`src/rtl/layer_3_collector.sv`:
```
// Third conv layer output reader: captures 16-channel vectors into a 2-entry buffer
// with optional ReLU and serialises them one channel per valid/ready transfer.
module layer_3_collector #(
    parameter int unsigned WORD_SIZE     = 16,
    parameter int unsigned CH_NUM        = 16,
    parameter int unsigned PIX_PER_FRAME = 64,
    parameter int unsigned RELU_EN       = 1
) (
    input  logic                        clk,
    input  logic                        rst,
    input  logic                        i_clr,
    input  logic [WORD_SIZE*CH_NUM-1:0] i_data,
    input  logic                        i_valid,
    output logic                        o_in_ready,
    output logic [WORD_SIZE-1:0]        o_data,
    output logic                        o_valid,
    input  logic                        i_ready,
    output logic                        o_last,
    output logic                        o_overflow
);

    localparam int unsigned CW = (CH_NUM > 1) ? $clog2(CH_NUM) : 1;
    localparam int unsigned PW = (PIX_PER_FRAME > 1) ? $clog2(PIX_PER_FRAME) : 1;

    localparam logic [0:0] ST_IDLE = 1'b0;
    localparam logic [0:0] ST_SEND = 1'b1;

    logic [0:0]           state_q, state_d;
    logic [WORD_SIZE-1:0] slot_q [2][CH_NUM];
    logic [WORD_SIZE-1:0] slot_d [2][CH_NUM];
    logic                 wr_ptr_q, wr_ptr_d;
    logic                 rd_ptr_q, rd_ptr_d;
    logic [1:0]           cnt_q, cnt_d;
    logic [CW-1:0]        ch_cnt_q, ch_cnt_d;
    logic [PW-1:0]        pix_cnt_q, pix_cnt_d;
    logic                 ovf_q, ovf_d;
    logic                 in_ready_q, in_ready_d;
    logic [WORD_SIZE-1:0] data_q, data_d;
    logic                 last_q, last_d;

    logic                 push;
    logic                 drop;
    logic                 pop_word;
    logic                 pop_vec;
    logic [WORD_SIZE-1:0] word;

    // Next-state: buffer, counters, serialiser FSM and registered stream outputs
    always_comb begin
        state_d    = state_q;
        slot_d     = slot_q;
        wr_ptr_d   = wr_ptr_q;
        rd_ptr_d   = rd_ptr_q;
        cnt_d      = cnt_q;
        ch_cnt_d   = ch_cnt_q;
        pix_cnt_d  = pix_cnt_q;
        ovf_d      = ovf_q;
        data_d     = '0;
        last_d     = 1'b0;
        word       = '0;

        push     = i_valid && (cnt_q != 2'd2);
        drop     = i_valid && (cnt_q == 2'd2);
        pop_word = (state_q == ST_SEND) && i_ready;
        pop_vec  = pop_word && (ch_cnt_q == CW'(CH_NUM - 1));

        if (push) begin
            for (int k = 0; k < int'(CH_NUM); k++) begin
                word = i_data[k*WORD_SIZE +: WORD_SIZE];
                if ((RELU_EN != 0) && word[WORD_SIZE-1]) begin
                    word = '0;
                end
                slot_d[wr_ptr_q][k] = word;
            end
            wr_ptr_d = ~wr_ptr_q;
        end

        if (pop_word) begin
            ch_cnt_d = pop_vec ? '0 : ch_cnt_q + CW'(1);
        end
        if (pop_vec) begin
            rd_ptr_d  = ~rd_ptr_q;
            pix_cnt_d = (pix_cnt_q == PW'(PIX_PER_FRAME - 1)) ? '0 : pix_cnt_q + PW'(1);
        end

        case ({push, pop_vec})
            2'b10:   cnt_d = cnt_q + 2'd1;
            2'b01:   cnt_d = cnt_q - 2'd1;
            default: cnt_d = cnt_q;
        endcase

        // Clear takes priority over a same-cycle drop
        if (i_clr) begin
            pix_cnt_d = '0;
            ovf_d     = 1'b0;
        end else if (drop) begin
            ovf_d = 1'b1;
        end

        case (state_q)
            ST_IDLE: if (cnt_q != 2'd0) state_d = ST_SEND;
            ST_SEND: if (pop_vec && (cnt_d == 2'd0)) state_d = ST_IDLE;
            default: state_d = ST_IDLE;
        endcase

        // slot_d already holds a same-cycle capture, so back-to-back vectors need no bubble
        if (state_d == ST_SEND) begin
            data_d = slot_d[rd_ptr_d][ch_cnt_d];
            last_d = (ch_cnt_d == CW'(CH_NUM - 1)) && (pix_cnt_d == PW'(PIX_PER_FRAME - 1));
        end

        in_ready_d = (cnt_d != 2'd2);
    end

    // State and output registers
    always_ff @(posedge clk or posedge rst) begin
        if (rst) begin
            state_q    <= ST_IDLE;
            for (int s = 0; s < 2; s++) begin
                for (int k = 0; k < int'(CH_NUM); k++) begin
                    slot_q[s][k] <= '0;
                end
            end
            wr_ptr_q   <= 1'b0;
            rd_ptr_q   <= 1'b0;
            cnt_q      <= '0;
            ch_cnt_q   <= '0;
            pix_cnt_q  <= '0;
            ovf_q      <= 1'b0;
            in_ready_q <= 1'b1;
            data_q     <= '0;
            last_q     <= 1'b0;
        end else begin
            state_q    <= state_d;
            slot_q     <= slot_d;
            wr_ptr_q   <= wr_ptr_d;
            rd_ptr_q   <= rd_ptr_d;
            cnt_q      <= cnt_d;
            ch_cnt_q   <= ch_cnt_d;
            pix_cnt_q  <= pix_cnt_d;
            ovf_q      <= ovf_d;
            in_ready_q <= in_ready_d;
            data_q     <= data_d;
            last_q     <= last_d;
        end
    end

    assign o_valid    = (state_q == ST_SEND);
    assign o_data     = data_q;
    assign o_last     = last_q;
    assign o_overflow = ovf_q;
    assign o_in_ready = in_ready_q;

endmodule

```
`config.mk`:
```
export PLATFORM = sky130hd
export DESIGN_NAME = layer_3_collector
export DESIGN_NICKNAME = d
export VERILOG_FILES = /design/src/rtl/layer_3_collector.sv
export SDC_FILE = /design/constraint.sdc
export NUM_CORES = 2
export LEC_CHECK = 0
export ABC_AREA = 1
export BUFFER_PORTS_ARGS = -buffer_cell sky130_fd_sc_hd__buf_2
export CAP_MARGIN = 10
export CORE_MARGIN = 2
export CORE_UTILIZATION = 55
export DETAILED_ROUTE_END_ITERATION = 8
export GPL_TIMING_DRIVEN = 0
export PLACE_DENSITY_LB_ADDON = 0.08
export SETUP_SLACK_MARGIN = 0.15
export SYNTH_ARGS = -nofsm -noshare
export SYNTH_HDL_FRONTEND = slang
export SYNTH_SLANG_ARGS = --single-unit
export TNS_END_PERCENT = 1
```
`constraint.sdc`:
```
create_clock -name clk -period 48.7 [get_ports clk]
set_input_delay 0 -clock clk [delete_from_list [all_inputs] [get_ports clk]]
set_output_delay 0 -clock clk [all_outputs]
set_load 0.01 [all_outputs]
```
# --- Word-level counts from Yosys, hierarchy flattened ---
# Index checks and enable logic that the tools add are counted.
totals:
  register_bits: 546
  in_bits: 261
op_classes:
  add_sub_neg: 4
  order_cmp: 4
  n_eq_ne: 9
  muxes: 101
  bitwise_logic: 6
  reduce_logical: 10
ops:
  columns: ["operator", "count"]
  rows:
  - ["512-bit bitwise mux", 16]
  - ["256-bit demux with 1-bit select", 16]
  - ["256-bit 2-to-1 mux", 4]
  - ["512-bit 2-to-1 mux", 1]
  - ["16-bit 2-to-1 mux", 20]
  - ["15-bit 2-to-1 mux", 16]
  - ["240-bit 2-to-1 mux", 1]
  - ["224-bit 2-to-1 mux", 1]
  - ["208-bit 2-to-1 mux", 1]
  - ["192-bit 2-to-1 mux", 1]
  - ["176-bit 2-to-1 mux", 1]
  - ["160-bit 2-to-1 mux", 1]
  - ["144-bit 2-to-1 mux", 1]
  - ["128-bit 2-to-1 mux", 1]
  - ["112-bit 2-to-1 mux", 1]
  - ["96-bit 2-to-1 mux", 1]
  - ["80-bit 2-to-1 mux", 1]
  - ["16-bit binary-select mux with 4-bit select", 1]
  - ["64-bit 2-to-1 mux", 1]
  - ["48-bit 2-to-1 mux", 1]
  - ["32-bit 2-to-1 mux", 1]
  - ["6-bit 2-to-1 mux", 3]
  - ["6-bit equality test (second input constant)", 2]
  - ["4-bit equality test (second input constant)", 2]
  - ["other kinds (20)", 39]

# --- Depth between registers and ports, before layout ---
logic_depth:
  ltp_word: 29
  mapped_depth: 18
  mapped_depth_nobuf: 16

# --- Least setup slack after synthesis ---
# OpenSTA, ideal clock, no wires.
synth_path:
  path_type: "reg-to-reg"
  from: "register ch_cnt_q[0]"
  to: "register data_q[11], in the netlist o_data[11]"
  arrival_time_ns: 2.200
  required_ns: 48.628
  setup_slack_ns: 46.429
  stages_incl_launch_ff: 16
  n_path_buf: 3
  period_less_slack_ns: 2.271
  path_cell_list: "dfrtp_1 > ha_1 > nand3_1 > nor2_1 > buf_4 > ha_1 > a21oi_1 > nand2_1 > xor2_1 > nor2_1 > nand2_1 > o21a_1 > buf_2 > buf_2 > nand2_1 > nor2_1"
synth_lines:
  columns: ["element", "line", "rtl"]
  rows:
  - ["start: declaration", "34", "logic [CW-1:0] ch_cnt_q, ch_cnt_d;"]
  - ["start signal: assignment", "138", "ch_cnt_q <= ch_cnt_d;"]
  - ["4-bit equality test *", "64", "pop_vec = pop_word && (ch_cnt_q == CW'(CH_NUM - 1));"]
  - ["1-bit logical AND *", "64", null]
  - ["2-bit by 1-bit equality test with 1-bit output / 2-bit equality test (equally long branches)", "85", "case ({push, pop_vec})"]
  - ["2-bit case mux with 2 select lines *", "85", null]
  - ["named net cnt_d[1]", "33", "logic [1:0] cnt_q, cnt_d;"]
  - ["2-bit zero test *", "101", "ST_SEND: if (pop_vec && (cnt_d == 2'd0)) state_d = ST_IDLE;"]
  - ["1-bit logical AND *", "101", null]
  - ["1-bit 2-to-1 mux *", "101", null]
  - ["1-bit case mux with 2 select lines *", "99", "case (state_q)"]
  - ["named net state_d", "28", "logic [0:0] state_q, state_d;"]
  - ["16-bit 2-to-1 mux *", "106", "if (state_d == ST_SEND) begin"]
  - ["named net data_d[11]", "38", "logic [WORD_SIZE-1:0] data_q, data_d;"]
  - ["end signal: assignment", "142", "data_q <= data_d;"]
  - ["end: declaration", "38", null]
# Mark *: on every way through the listed nets, which the timed path passes. The rest lies on a longest branch. The select of a mux whose other input is x is not followed.
# A chain may end at the register's enable or synchronous reset.

# --- Worst setup path in the final report ---
layout_path:
  from: "register ch_cnt_q[0]"
  to: "register data_q[14], in the netlist o_data[14]"
layout_via:
  elab_chain_cells: 11
layout_rtl:
  columns: ["element", "line", "rtl"]
  rows:
  - ["4-bit equality test", "64", null]
  - ["1-bit logical AND", "64", null]
  - ["1-bit 2-to-1 mux", "80", "if (pop_vec) begin"]
  - ["1-bit inverter with 2-bit output (implied by the code)", "107", "data_d = slot_d[rd_ptr_d][ch_cnt_d];"]
  - ["256-bit 2-to-1 mux (implied by the code) (3 in series)", "107", null]
  - ["16-bit binary-select mux with 4-bit select", "107", null]
  - ["16-bit 2-to-1 mux (implied by the code) (2 in series)", "107", null]
  - ["16-bit 2-to-1 mux *", "106", null]
  - ["named net data_d[14]", "38", null]
# Marked as above.

==> results by group <==
Timing
  • Final Hold Viols: 0
  • Tcrit/Tclk final: 6.450%
  • Worst-Margin Slew: 0.8251 ns
  • Max Slew Vio Count: 0
  • Setup Viol. Count Final: 0
  • Skew final: 0.02878 ns
  • RSZ-0062 raised after global routing: false
  • Setup TNS: 0 ns
  • Relative slew slack: 44.99%
  • Fmax: 318.4 MHz
  • Min Tclk post-route: 3.141 ns
  • WHS: 0.05626 ns

Logic synthesis
  • Post-Syn Nets: 3974
  • Distinct cells, synth: 36
  • Cell Area, Synth: 0.02718 sq mm
  • Synth area leader: dfrtp_1
  • Post-synth EDFFs: 0
  • Synth Flop Type: dfrtp_1
  • Synth Area per Inst: 7.327 sq um
  • Post-synthesis register bit count: 546
  • Post-synthesis sequential area ratio: 50.27%
  • Mapped Cells: 3710
  • FFs w/ async S/R, synth: 100.0%
  • Yosys warning count: 0
  • Area share of the largest cell type after synthesis: 50.17%
  • Top cells by area, synth: dfrtp_1 (50%), nand2_1 (24%), nand3_1 (7.7%), inv_1 (3.0%), o21ai_1 (2.3%)

Power and ir drop
  • PnR Total Power: 2.211 mW
  • Lkg Pwr: 18.24 nW
  • VDD IR-drop max: 0.03398 mV
  • Pwr dens: 64.25 mW/mm^2

Hold path
  • Hold crit path type: in2async

Placed design
  • # port buffers: 279
  • Hpwl dp: 68890 um
  • Placed instance area: 0.02953 sq mm
  • RePlAce Congestion: 0.9638

Floorplanning
  • Number of I/O pins: 281
  • Initial Util: 55.65%
  • Die X: 226.3 um
  • Rows: 81
  • Die height: 226.3 um
  • DIE AREA: 0.05122 sq mm
  • Core box area: 0.04885 sq mm

Clock tree
  • Num CTS Buffers: 56
  • Worst-path clk slew: 0.07 ns
  • Clk sink count: 546
  • Clock latency on the worst-skew pair: 0.64 ns
  • Post-CTS Resized: 0
  • CTS root buffer: clkbuf_16
  • H-tree levels: 2
  • CTS Buffer Depth: 3
  • CTS tree: built

Global route
  • Largest net degree at the start of global routing: 127
  • GRT overflow: 0
  • Antenna violations before repair: 2
  • First-pass GRT wire length: 153200 um
  • Vias in the first global route: 26580
  • Total GRT Usage: 39.73%

Routing
  • Post-route ant nets: 0
  • DRC violations left: 0
  • Initial DRC Count: 3733
  • WL final: 101800 um
  • Via count: 28030
  • Vias per inst: 5.550
  • Wire per inst: 20.16 um
  • Detailed Routing Iterations Pass 1: 8

Critical path
  • Kind of critical path: reg2reg
  • Worst Path Max Fanout: 10
  • Worst reg2reg path depth: 13
  • Worst Path Required: 49.19 ns
  • CP startpoint kind: flip-flop
  • Arr. time, crit path: 3.63 ns
  • CP Capture Type: flip-flop
  • RR Endpoint: o_data[14]
  • R2R Path Start: ch_cnt_q[0]
  • Reg2reg setup slack: 45.56 ns

Cells and area
  • Fill count: 4025
  • NumNets Final: 4606
  • P&R area growth vs syn: 26.58%
  • Register area: 0.01366 sq mm
  • Layout cells sized above 1: 13.79%
  • Commonest non-fill, non-tap cell in the layout: nand2_1
  • Area of the multi-input gates: 0.01134 sq mm
  • Most frequent cells in the layout: nand2_1 (1760), dfrtp_1 (545), nand3_1 (417)
  • Post-route cell area: 0.03441 sq mm

Run status
  • Status: completed

Run
  • Max-capacitance violation count: 0
-- timing repair --
item | in CTS | in global routing
endpoints found under the hold margin | 577 | 0
hold buffers | 291 | 0
setup buffers | 0 | 0
-- worst max-delay path by stage --
stage | end | from | slack [ns] | cells after the start
6_report | o_data[14] | ch_cnt_q[0] | 45.56 | 13
4_1_cts | o_data[14] | ch_cnt_q[0] | 45.71 | 13
3_5_place_dp | o_data[14] | ch_cnt_q[0] | 45.73 | 13
5_1_grt | o_data[14] | ch_cnt_q[0] | 45.44 | 13
3_3_place_gp | slot_q[131] | rst | 27.39 | 2
2_1_floorplan | ch_cnt_q[0] | rst | 33.44 | 1
-- logic make-up after synthesis --
kind of cell / share of synthesized area (%)
AOI/OAI and AO/OA: 4.967
DFF: 50.27
buffers and inverters: 7.995
and+or+nand+nor: 36.53
adders and majority gates: 0.1381
xor gates and xnor gates: 0.09668
-- worst max-delay path: stages, from the launching register on --
cell and delay [ns]:
dfrtp_1 0.42, ha_1 0.22, inv_1 0.06, nor2_2 0.05, nand2_2 0.11, nand3_1 0.15
inv_2 0.13, buf_2 0.37, buf_1 0.58, nand3_1 0.24, nand3_1 0.22, nand3_1 0.16
a21oi_1 0.17, nor2_1 0.10
-- Yosys cell counts (3+ instances only) --
library cell / instances
buf_1: 12
o21ai_1: 126
ha_1: 3
inv_2: 11
buf_2: 124
o21ai_0: 58
a21oi_1: 22
nand4_1: 78
nand3_1: 417
buf_6: 17
nor2_1: 162
buf_4: 22
inv_1: 216
o21ai_2: 32
clkinv_1: 4
nand2_1: 1760
dfrtp_1: 545
clkbuf_1: 74
nand2_2: 4
-- cell type report --
type,count,share of cell area (%)
Inverter,232,2.560
Buffer,249,3.778
Multi-Input combinational cell,2683,32.97
Tap cell,664,2.415
Clock buffer,80,4.949
Sequential cell,546,39.71
Timing Repair Buffer,574,12.84
Antenna cell,1,0.007273
Clock inverter,22,0.7636
-- report_power, final --
part           internal (mW)  switching, mW  leakage, nW  total (mW)
Sequential             0.629         0.0550         7.14       0.684
Combinational          0.306          0.760         10.1        1.07
Clock                  0.273          0.188        0.987       0.462
-- per-layer routing --
layer  wire (um)  GRT usage, %  vias to the layer above
met5          12             0                        -
met4        5829         20.31                        2
met3       10020         8.306                      307
met2       45590         61.28                     1575
met1       40380         53.33                    13250
li1            -             -                    12900
-- through the flow --
step	util [%]	cells	setup WS, ns
after floorplan	-	3710	33.44
after global placement	60.20	4653	27.39
after detailed placement	60.45	4657	45.73
after CTS	70.43	5050	45.71
after global routing	70.43	5050	45.44
final	70.44	5051	45.56
-- state kept, by name (all words and copies together), names as in the netlist --
signal / flops
ch_cnt_q: 4
o_overflow: 1
wr_ptr_q: 1
rd_ptr_q: 1
o_in_ready: 1
cnt_q: 2
o_data: 16
o_valid: 1
slot_q: 512
o_last: 1
pix_cnt_q: 6
Note: power is estimated with default switching activity, not from simulation.
